$ cat config.mk
export PLATFORM = sky130hd
export DESIGN_NAME = umi_fifo_sync
export DESIGN_NICKNAME = d
export VERILOG_FILES = /design/src/rtl/umi_fifo_sync.sv
export SDC_FILE = /design/constraint.sdc
export NUM_CORES = 1
export LEC_CHECK = 0
export CAP_MARGIN = 20
export CORE_UTILIZATION = 50
export DETAILED_ROUTE_END_ITERATION = 10
export PLACE_DENSITY = 0.73
export SLEW_MARGIN = 20
export SYNTH_ARGS = -nofsm -noshare
export SYNTH_HDL_FRONTEND = slang
export SYNTH_SLANG_ARGS = --single-unit
$ cat constraint.sdc
create_clock -name clk -period 16.2 [get_ports clk]
set_input_delay 3.24 -clock clk [delete_from_list [all_inputs] [get_ports clk]]
set_output_delay 3.24 -clock clk [all_outputs]
set_load 0.005 [all_outputs]
$ cat src/rtl/umi_fifo_sync.sv
//----------------------------------------------------------------------------
// umi_fifo_sync
//
// Single-clock UMI FIFO with arbitrary (non-power-of-two) depth, a live
// occupancy count and a programmable almost-full threshold. The FIFO has
// first-word fall-through: the head entry is shown on umi_out_* while
// umi_out_valid is high. A combinational bypass path connects the input
// directly to the output without touching the stored contents.
//
// Optional feature (macro UMI_FIFO_SYNC_CHAOS_EN):
//   When defined, a 16-bit Fibonacci LFSR (taps 16,14,13,11, seed 16'hACE1)
//   stalls umi_in_ready pseudo-randomly while chaosmode is high. This lets
//   verification exercise producer backpressure. When undefined, no LFSR is
//   built and chaosmode is ignored.
//
// Parameters:
//   DEPTH       number of entries (>= 2)
//   ALMOSTFULL  occupancy at which fifo_almost_full asserts (1..DEPTH)
//   AW, CW, DW  UMI address, command and data widths
//   CNTW        width of fifo_count
//
// Ports:
//   clk               single clock for all logic
//   reset             synchronous active-high reset
//   bypass            1 = combinational pass-through, FIFO frozen
//   chaosmode         enables pseudo-random input pushback (macro builds)
//   fifo_full         count == DEPTH
//   fifo_almost_full  count >= ALMOSTFULL
//   fifo_empty        count == 0
//   fifo_count        current occupancy
//   umi_in_*          producer side (valid/cmd/dstaddr/srcaddr/data/ready)
//   umi_out_*         consumer side (valid/cmd/dstaddr/srcaddr/data/ready)
//----------------------------------------------------------------------------
module umi_fifo_sync #(
  parameter int DEPTH      = 4,
  parameter int ALMOSTFULL = DEPTH - 1,
  parameter int AW         = 64,
  parameter int CW         = 32,
  parameter int DW         = 256,
  parameter int CNTW       = $clog2(DEPTH + 1)
) (
  input  logic            clk,
  input  logic            reset,
  input  logic            bypass,
  input  logic            chaosmode,
  output logic            fifo_full,
  output logic            fifo_almost_full,
  output logic            fifo_empty,
  output logic [CNTW-1:0] fifo_count,
  input  logic            umi_in_valid,
  input  logic [CW-1:0]   umi_in_cmd,
  input  logic [AW-1:0]   umi_in_dstaddr,
  input  logic [AW-1:0]   umi_in_srcaddr,
  input  logic [DW-1:0]   umi_in_data,
  output logic            umi_in_ready,
  output logic            umi_out_valid,
  output logic [CW-1:0]   umi_out_cmd,
  output logic [AW-1:0]   umi_out_dstaddr,
  output logic [AW-1:0]   umi_out_srcaddr,
  output logic [DW-1:0]   umi_out_data,
  input  logic            umi_out_ready
);

  // Entry layout is {data, srcaddr, dstaddr, cmd} with cmd in the LSBs.
  localparam int EW = DW + AW + AW + CW;
  localparam int PW = (DEPTH > 1) ? $clog2(DEPTH) : 1;

  localparam logic [CNTW-1:0] FULL_COUNT   = CNTW'(DEPTH);
  localparam logic [CNTW-1:0] ALMOST_COUNT = CNTW'(ALMOSTFULL);
  localparam logic [CNTW-1:0] ONE_COUNT    = CNTW'(1);
  localparam logic [PW-1:0]   LAST_PTR     = PW'(DEPTH - 1);
  localparam logic [PW-1:0]   ONE_PTR      = PW'(1);

  logic [EW-1:0]   r_mem [DEPTH];
  logic [PW-1:0]   r_wrPtr;
  logic [PW-1:0]   r_rdPtr;
  logic [CNTW-1:0] r_count;

  logic            w_stall;
  logic            w_fifoInReady;
  logic            w_fifoOutValid;
  logic            w_write;
  logic            w_read;
  logic [EW-1:0]   w_inWord;
  logic [EW-1:0]   w_headWord;

  // Pseudo-random pushback source. The LFSR free-runs every cycle, including
  // in bypass; the stall it produces only gates the FIFO-side ready, so it
  // has no effect while bypass owns the ready path.
`ifdef UMI_FIFO_SYNC_CHAOS_EN
  logic [15:0] r_lfsr;
  logic        w_lfsrFeedback;

  assign w_lfsrFeedback = r_lfsr[15] ^ r_lfsr[13] ^ r_lfsr[12] ^ r_lfsr[10];

  always_ff @(posedge clk) begin
    if (reset) begin
      r_lfsr <= 16'hACE1;
    end else begin
      r_lfsr <= {r_lfsr[14:0], w_lfsrFeedback};
    end
  end

  assign w_stall = chaosmode & r_lfsr[0];
`else
  logic w_unusedChaos;

  assign w_unusedChaos = chaosmode;
  assign w_stall       = 1'b0;
`endif

  // Status flags are pure decodes of the registered count, so they only move
  // on clock edges.
  assign fifo_count       = r_count;
  assign fifo_full        = (r_count == FULL_COUNT);
  assign fifo_empty       = (r_count == '0);
  assign fifo_almost_full = (r_count >= ALMOST_COUNT);

  // FIFO-side handshake. Ready deliberately ignores any read in the same
  // cycle, so a full FIFO never accepts a beat even while draining. Holding
  // ready low during reset keeps the producer from believing a beat was
  // taken on the reset edge.
  assign w_fifoInReady  = ~fifo_full & ~w_stall & ~reset;
  assign w_fifoOutValid = ~fifo_empty;

  assign w_write = ~bypass & umi_in_valid & w_fifoInReady;
  assign w_read  = ~bypass & w_fifoOutValid & umi_out_ready;

  assign w_inWord   = {umi_in_data, umi_in_srcaddr, umi_in_dstaddr, umi_in_cmd};
  assign w_headWord = r_mem[r_rdPtr];

  // Output steering: in bypass every output is a wire from the opposite
  // side; otherwise the head entry falls through combinationally.
  always_comb begin
    umi_in_ready    = w_fifoInReady;
    umi_out_valid   = w_fifoOutValid;
    umi_out_cmd     = w_headWord[CW-1:0];
    umi_out_dstaddr = w_headWord[CW +: AW];
    umi_out_srcaddr = w_headWord[CW+AW +: AW];
    umi_out_data    = w_headWord[CW+AW+AW +: DW];
    if (bypass) begin
      umi_in_ready    = umi_out_ready;
      umi_out_valid   = umi_in_valid;
      umi_out_cmd     = umi_in_cmd;
      umi_out_dstaddr = umi_in_dstaddr;
      umi_out_srcaddr = umi_in_srcaddr;
      umi_out_data    = umi_in_data;
    end
  end

  // Storage array. Contents are never reset; the count alone decides which
  // entries are meaningful.
  always_ff @(posedge clk) begin
    if (w_write) begin
      r_mem[r_wrPtr] <= w_inWord;
    end
  end

  // Write pointer. The wrap is an explicit compare against DEPTH-1 so that
  // non-power-of-two depths cycle through exactly DEPTH slots.
  always_ff @(posedge clk) begin
    if (reset) begin
      r_wrPtr <= '0;
    end else if (w_write) begin
      if (r_wrPtr == LAST_PTR) begin
        r_wrPtr <= '0;
      end else begin
        r_wrPtr <= r_wrPtr + ONE_PTR;
      end
    end
  end

  // Read pointer, wrapping the same way as the write pointer.
  always_ff @(posedge clk) begin
    if (reset) begin
      r_rdPtr <= '0;
    end else if (w_read) begin
      if (r_rdPtr == LAST_PTR) begin
        r_rdPtr <= '0;
      end else begin
        r_rdPtr <= r_rdPtr + ONE_PTR;
      end
    end
  end

  // Occupancy count. A simultaneous read and write cancel out. Write is
  // impossible when full and read impossible when empty, so the count stays
  // within 0..DEPTH without extra saturation logic.
  always_ff @(posedge clk) begin
    if (reset) begin
      r_count <= '0;
    end else begin
      case ({w_write, w_read})
        2'b10:   r_count <= r_count + ONE_COUNT;
        2'b01:   r_count <= r_count - ONE_COUNT;
        default: r_count <= r_count;
      endcase
    end
  end

  // Sanity properties on the occupancy bookkeeping.
  assertCountBound: assert property (@(posedge clk) disable iff (reset)
    r_count <= FULL_COUNT);

  assertNoWriteWhenFull: assert property (@(posedge clk) disable iff (reset)
    fifo_full |-> !w_write);

  assertNoReadWhenEmpty: assert property (@(posedge clk) disable iff (reset)
    fifo_empty |-> !w_read);

endmodule

Word level (Yosys, flattened, before mapping)
Memory sizes are Yosys's and may differ from the RTL's. A register that Yosys moved wholly into a read port is not among the register bits. Cells that the tools add are included.

Register bits after elaboration: 7. Memory bits (writable): 1664. Bits of input ports: 422. Output and inout port bits: 424. Word-level logic and storage cells: 38. Memories: 1.

Memories: r_mem (depth 4, width 416, read ports 1, clocked after Yosys merged registers in 1, wr ports 1, line 74) `logic [EW-1:0] r_mem [DEPTH];`.

Add/sub/neg operators: 4. Order comparisons: 1. Eq/ne operators: 5. Mux-type cells: 13. Bitwise gates (word level): 9. Reduce and logical (&&, ||, !) cells: 2.

Operators by type and width (number): two-way mux 256 bit (1); two-way mux 64 bit (2); two-way mux 32 bit (1); two-way mux 2 bit (4); equality test 2 bit (second input constant) (3); one-hot mux 3 bit (2 select lines) (1); AND 1 bit (5); adder 2 x 1 -> 2 bit (second input constant) (2); two-way mux 1 bit (4); inverter 1 bit (4); adder 3 x 1 -> 3 bit (second input constant) (1); equality test 3 bit (second input constant) (1); >= comparator 3 x 2 -> 1 bit (second input constant) (1); zero test 3 bit (1); subtractor 3 x 1 -> 3 bit (second input constant) (1); equality test 2 x 1 -> 1 bit (second input constant) (1); nonzero test 2 bit (1).

Longest topological paths before layout
Gate-level depths: netlist of run 1.

Word-level depth: 6. Mapped depth: 9. Gate-level depth less buffers: 9.

Worst setup path before layout of run 1
No wires, ideal clock.

Kind: input -> register. From: in reset. To: mem r_mem[0][0] in the netlist's numbering, enable pin. Setup time: 0.833 ns. Arrival: 13.470 ns. Data required time: 15.367 ns. Slack: 1.897 ns. Cell stages on the path: 3. Path buffers: 1. Cell sequence: clkbuf_1 -> nor4_1 -> and2_1.

Cells in the longest elaborated chain, start to end: 5.

Ends and longest elaborated chain: from (decl) (line 43) `input logic reset,`; inverter 1 bit (line 123) `assign w_fifoInReady = ~fifo_full & ~w_stall & ~reset;`; AND 1 bit (line 123); AND 1 bit (line 126) `assign w_write = ~bypass & umi_in_valid & w_fifoInReady;`; two-way mux 1 bit (line 154) `if (w_write) begin`; two-way mux 1 bit (implied by the code) (line 155) `r_mem[r_wrPtr] <= w_inWord;`; to (decl) (line 74).

Every way passes these cells.

Final worst setup path of run 1
From: in bypass. To: out umi_out_data[175].

Cells in the longest elaborated chain, start to end: 1.

Ends and longest elaborated chain: from (decl) (line 44) `input logic bypass,`; two-way mux 256 bit (line 141) `if (bypass) begin`; to (decl) (line 60) `output logic [DW-1:0] umi_out_data,`.

Every way passes these cells.

==> results of run 1 <==
==> layout make-up <==
| cell class | instances | area (µm²) | share of cell area (%) |
|---|---|---|---|
| sequential | 1673 | 50200 | 62.1 |
| multi-input combinational | 870 | 14400 | 17.8 |
| antenna | 21 | 52.6 | 0.0650 |
| clock inverter | 87 | 669 | 0.828 |
| inverter | 9 | 33.8 | 0.0418 |
| timing repair buffer | 873 | 8870 | 11.0 |
| clock buffer | 211 | 4500 | 5.57 |
| tap | 1742 | 2180 | 2.70 |
==> through the flow <==
step / std cells / cell area, µm²
after global routing: 5480 / 80800
after CTS: 5465 / 80800
after global placement: 5167 / 75600
final: 5486 / 80800
after floorplan: 2692 / 65300
after detailed placement: 5167 / 75600
==> power by group through the flow <==
stage / clock (mW) / combinational [mW] / sequential, mW
after global placement: 0 / 0.685 / 4.93
after floorplan: 0 / 0.287 / 4.96
after global routing: 3.89 / 0.731 / 4.84
final: 3.64 / 0.689 / 4.84
after CTS: 3.73 / 0.698 / 4.84
after detailed placement: 0 / 0.692 / 4.93
==> worst paths after layout <==
path                       from  slack [ns]  cells after the start                end
hold reg to reg   fifo_count[2]        0.55                      2      fifo_count[2]
setup / recovery         bypass        6.23                      5  umi_out_data[175]
hold / removal    fifo_count[2]        0.55                      2      fifo_count[2]
setup reg to reg  fifo_count[0]       12.28                      6      r_mem[3][369]
==> sequential cells by signal (all words and copies together), names as in the netlist, named ones only <==
| register | cells |
|---|---|
| r_rdPtr | 2 |
| r_wrPtr | 2 |
| fifo_count | 3 |
| r_mem | 1664 |
==> cells in the final DEF, fill, tap and decap left out, types with 4 or more instances in the layout <==
cell type        instances
buf_4                   13
mux2_2                 419
inv_6                    4
clkbuf_16              173
clkbuf_1                35
mux4_2                 416
clkinv_1                39
diode_2                 21
dfxtp_1                  7
and2_4                   4
nor2_1                   6
edfxtp_1              1664
clkinv_2                29
clkdlybuf4s50_1        843
ha_1                     6
bufinv_16                8
inv_1                    9
buf_12                  16
==> routing by layer <==
layer,global-route usage [%],part of all wire [%],up-vias
li1,-,-,13400
met1,26.2,38,16400
met2,34.3,50,1024
met3,7.55,8.5,269
met4,8.25,3.1,52
met5,0,0.25,-
==> critical path, delay by kind of cell <==
kind	cells	cell delay [ns]
muxes	1	0.41
buffers and inverters	4	2.60
==> cells by family after synthesis <==
| group | count (synthesis) | synth area share, % |
|---|---|---|
| AND/OR/NAND/NOR | 18 | 0.142 |
| flip-flops | 1673 | 76.8 |
| buffers and inverters | 149 | 1.21 |
| XOR/XNOR | 2 | 0.0268 |
| AO/OA/AOI/OAI | 7 | 0.0747 |
| adder cells (fa/ha/maj) | 7 | 0.146 |
| multiplexers | 836 | 21.6 |
==> results_dict.tcl, run 1 <==
set metrics [dict create \
    post-route-period-util_pct 61.5 \
    maxCapViolCount 0 \
    dieHeight_um 363 \
    finalSetupViolCount 0 \
    fin_skew_ns 0.0318 \
    synthCells 2692 \
    fp.dieW_um 363 \
    tightestPinTransition_ns 1.10 \
    grt_overflow 0 \
    power_switching_mw 1.86 \
    grt_max_degree 147 \
    io_buffers 844 \
    p_leak_nw 25.0 \
    seq_area_frac_synth_pct 76.8 \
    grt_first_pass_wirelength_mm 206 \
    layout-drive-gt1-share_pct 29.4 \
    drt-vias-per-instance 5.67 \
    cpPeakStageDelay_ns 0.82 \
    power_frac_clock_pct 39.7 \
    insertion_delay_ns 0.78 \
    slew_viol_final 0 \
    p_total_mw 9.18 \
    yosysMostFrequentCell "edfxtp_1" \
    slew-limit-headroom_pct 26.7 \
    slowest_stage "buf_4" \
    cts_buffer_depth 3 \
    synth_top_area_cell "edfxtp_1" \
    cts_setup_buffers 0 \
    synth_edf_count 1664 \
    crit_path_cell_trace "buf_8 -> buf_4 -> buf_12 -> mux2_2 -> clkdlybuf4s50_1" \
    combinationalPowerShare_pct 7.5 \
    whs_ns 0.549 \
    postLayoutCoreUtil_pct 62.4 \
    ioPinCount 846 \
    fmax_ghz 0.100 \
    ctsResizeCount 0 \
    fillers 8803 \
    power_frac_seq_pct 52.8 \
    async_reset_ff_share_pct 0 \
    ant_nets 0 \
    dpl.hpwl_mm 84.4 \
    drt-total-wl_mm 142 \
    hold_path.class "reg2reg" \
    cts_hold_buf 0 \
    synth_seq_cells 1673 \
    required_ns 12.96 \
    critical_path_class "in2out" \
    arrival_ns 6.73 \
    h-tree-depth 4 \
    root_buffer "clkbuf_16" \
    place.gp.congestion 0.745 \
    ys_warn_count 0 \
    hold_violations 0 \
    crit_path_end_kind "primary output" \
    num_vias 31100 \
    fin_ws_ns 6.23 \
    synth_ff_type "edfxtp_1" \
    syn-cell-area_um2 65300 \
    drc 0 \
    initial_core_util_pct 50.4 \
    power.density_nw_per_um2 114 \
    grt_pass1_vias 31700 \
    fp.dieArea_um2 132000 \
    timing.setup.tns_ns 0 \
    num_rows 132 \
    area_growth_pct 23.8 \
    nets 4022 \
    cts.sinks 1673 \
    crit_fanout 139 \
    yosys.cell_types.count 27 \
    drtPass1Iterations 5 \
    syn_nets 3121 \
    period_needed_ns 9.97 \
    ir_drop_v 0.0000981 \
    wl_per_cell_um 25.9 \
    status "finished clean" \
    syn_area_per_cell_um2 24.3 \
    drtIter0Drc 2511 \
    intPower_mw 7.32 \
    pre_cts_slack_ns 6.32 \
    cts_tree "done" \
    core_um2 129000 \
    synthTopCellsByCount "edfxtp_1 (1664), mux2_2 (419), mux4_2 (416)" \
    synth_top_area_share_pct 76.5 \
    cts.clk_slew.worst_paths_ns 0.06 \
    grt_usage_pct 21.2 \
    antenna_found_initial 46 \
    switching_share_pct 20.3 \
    cts_inserted_buffers 166 \
    grt_setup_unrepaired "no" \
    startpoint_type "input port" \
    synth_area_leaders "edfxtp_1 (77%), mux4_2 (14%), mux2_2 (7.2%)" \
]
Power figures use the tool's default switching activity.
==> run 2, diff against run 1 <==
==> constraint.sdc (replaced) <==
create_clock -name clk -period 9.6 [get_ports clk]
set_input_delay 1.92 -clock clk [delete_from_list [all_inputs] [get_ports clk]]
set_output_delay 1.92 -clock clk [all_outputs]
set_load 0.005 [all_outputs]
==> run 2 against run 1 <==
  * Utilization is 0.089 points higher
  * Count of clock-buffer cells in the layout shrank 6
  * Non-clock buffer count increased by 9
  * Design area rose by 0.14%
  * Via count is 0.31% higher
  * Clock power is 71% higher
  * Die area is the same
  * Power up 70%
  * Hold slack improved by 0.045 ns
==> results_dict.tcl, run 2 (same netlist as run 1, synthesis figures left out) <==
set metrics [dict create \
    h-tree-depth 4 \
    crit_path_end_kind "primary output" \
    root_buffer "clkbuf_16" \
    tightestPinTransition_ns 1.21 \
    drtIter0Drc 2384 \
    ctsResizeCount 0 \
    crit_fanout 141 \
    antenna_found_initial 43 \
    dpl.hpwl_mm 84.7 \
    regMostFlops "r_mem" \
    combinationalPowerShare_pct 7.5 \
    place_area_um2 75700 \
    post-route-period-util_pct 65.3 \
    cts_setup_buffers 0 \
    grt_pass1_vias 32300 \
    power_frac_seq_pct 52.5 \
    grt_setup_unrepaired "no" \
    hold_violations 0 \
    intPower_mw 12.4 \
    power_frac_clock_pct 40.1 \
    startpoint_type "input port" \
    dieHeight_um 363 \
    finalSetupViolCount 0 \
    grt_usage_pct 21.3 \
    slew-limit-headroom_pct 19.4 \
    cts_buffer_depth 3 \
    ioPinCount 846 \
    p_leak_nw 25.1 \
    grt_max_degree 151 \
    wl_per_cell_um 25.9 \
    layout-drive-gt1-share_pct 29.5 \
    postLayoutCoreUtil_pct 62.5 \
    ant_nets 0 \
    cts.clk_slew.worst_paths_ns 0.06 \
    cts.sinks 1673 \
    min_path_cells 2 \
    core_um2 129000 \
    final_cell_area_um2 80900 \
    insertion_delay_ns 0.79 \
    drt-total-wl_mm 142 \
    fp.dieW_um 363 \
    slew_viol_final 0 \
    layout_commonest_cell "edfxtp_1" \
    fmax_ghz 0.159 \
    cts_tree "done" \
    final_cell_mix "edfxtp_1 (1664), clkdlybuf4s50_1 (843), mux2_2 (419)" \
    fin_skew_ns 0.0215 \
    grt_overflow 0 \
    cts_inserted_buffers 167 \
    critical_path_class "in2out" \
    cts_hold_buf 0 \
    status "finished clean" \
    reg2reg_depth 4 \
    area_growth_pct 24.0 \
    fillers 8783 \
    ir_drop_v 0.000189 \
    maxCapViolCount 0 \
    drc 0 \
    power.density_nw_per_um2 192 \
    grt_first_pass_wirelength_mm 207 \
    place.gp.congestion 0.763 \
    hold_path.class "reg2reg" \
    io_buffers 844 \
    drt-vias-per-instance 5.68 \
    power_switching_mw 3.17 \
    period_needed_ns 6.27 \
    initial_core_util_pct 50.4 \
    num_rows 132 \
    arrival_ns 4.35 \
    required_ns 7.68 \
    nets 4032 \
    fp.dieArea_um2 132000 \
    num_vias 31200 \
    largest_reg_flops 1664 \
    switching_share_pct 20.4 \
    drtPass1Iterations 5 \
]
run 2: final timing paths:
check                              startpoint                  end  slack, ns
worst max-delay path                   bypass  umi_out_srcaddr[38]       3.33
worst min-delay path               r_wrPtr[0]           r_wrPtr[0]       0.59
worst max register to register  fifo_count[0]        r_mem[0][360]       6.20
worst min register to register     r_wrPtr[0]           r_wrPtr[0]       0.59
run 2: final cells by class:
cell class,count,area [µm²],share of cell area (%)
antenna,22,55.1,0.0680
multi-input combinational,870,14400,17.8
clock inverter,89,901,1.11
timing repair buffer,882,8930,11.0
clock buffer,205,4320,5.34
sequential,1673,50200,62.0
inverter,9,33.8,0.0417
tap,1742,2180,2.69
run 2: stage by stage:
step / hold WS [ns] / setup TNS, ns / instances / setup slack (ns) / total power, mW
2_1_floorplan: 0.507 / -1406.35 / 2692 / -3.38 / 8.82
3_3_place_gp: 0.579 / 0 / 5176 / 3.35 / 9.48
3_5_place_dp: 0.583 / 0 / 5176 / 3.36 / 9.50
4_1_cts: 0.597 / 0 / 5470 / 3.37 / 15.7
5_1_grt: 0.643 / 0 / 5489 / 3.21 / 16.1
6_report: 0.595 / 0 / 5492 / 3.33 / 15.6
run 2: routing by layer:
| metal | share of wire [%] | GRT usage [%] | vias up |
|---|---|---|---|
| li1 | - | - | 13400 |
| met1 | 37 | 26.3 | 16400 |
| met2 | 50 | 34.4 | 1093 |
| met3 | 8.9 | 7.41 | 266 |
| met4 | 3.4 | 8.74 | 44 |
| met5 | 0.22 | 0 | - |
run 2: worst max-delay path, cell delays in order:
cell and delay (ns):
buf_8 0.49, buf_12 0.59, mux2_2 0.46, clkdlybuf4s50_1 0.52
run 2: power groups by stage:
stage / sequential, mW / clock (mW) / combinational, mW
2_1_floorplan: 8.34 / 0 / 0.484
3_3_place_gp: 8.32 / 0 / 1.16
3_5_place_dp: 8.33 / 0 / 1.17
4_1_cts: 8.17 / 6.38 / 1.18
5_1_grt: 8.18 / 6.66 / 1.24
6_report: 8.17 / 6.24 / 1.16
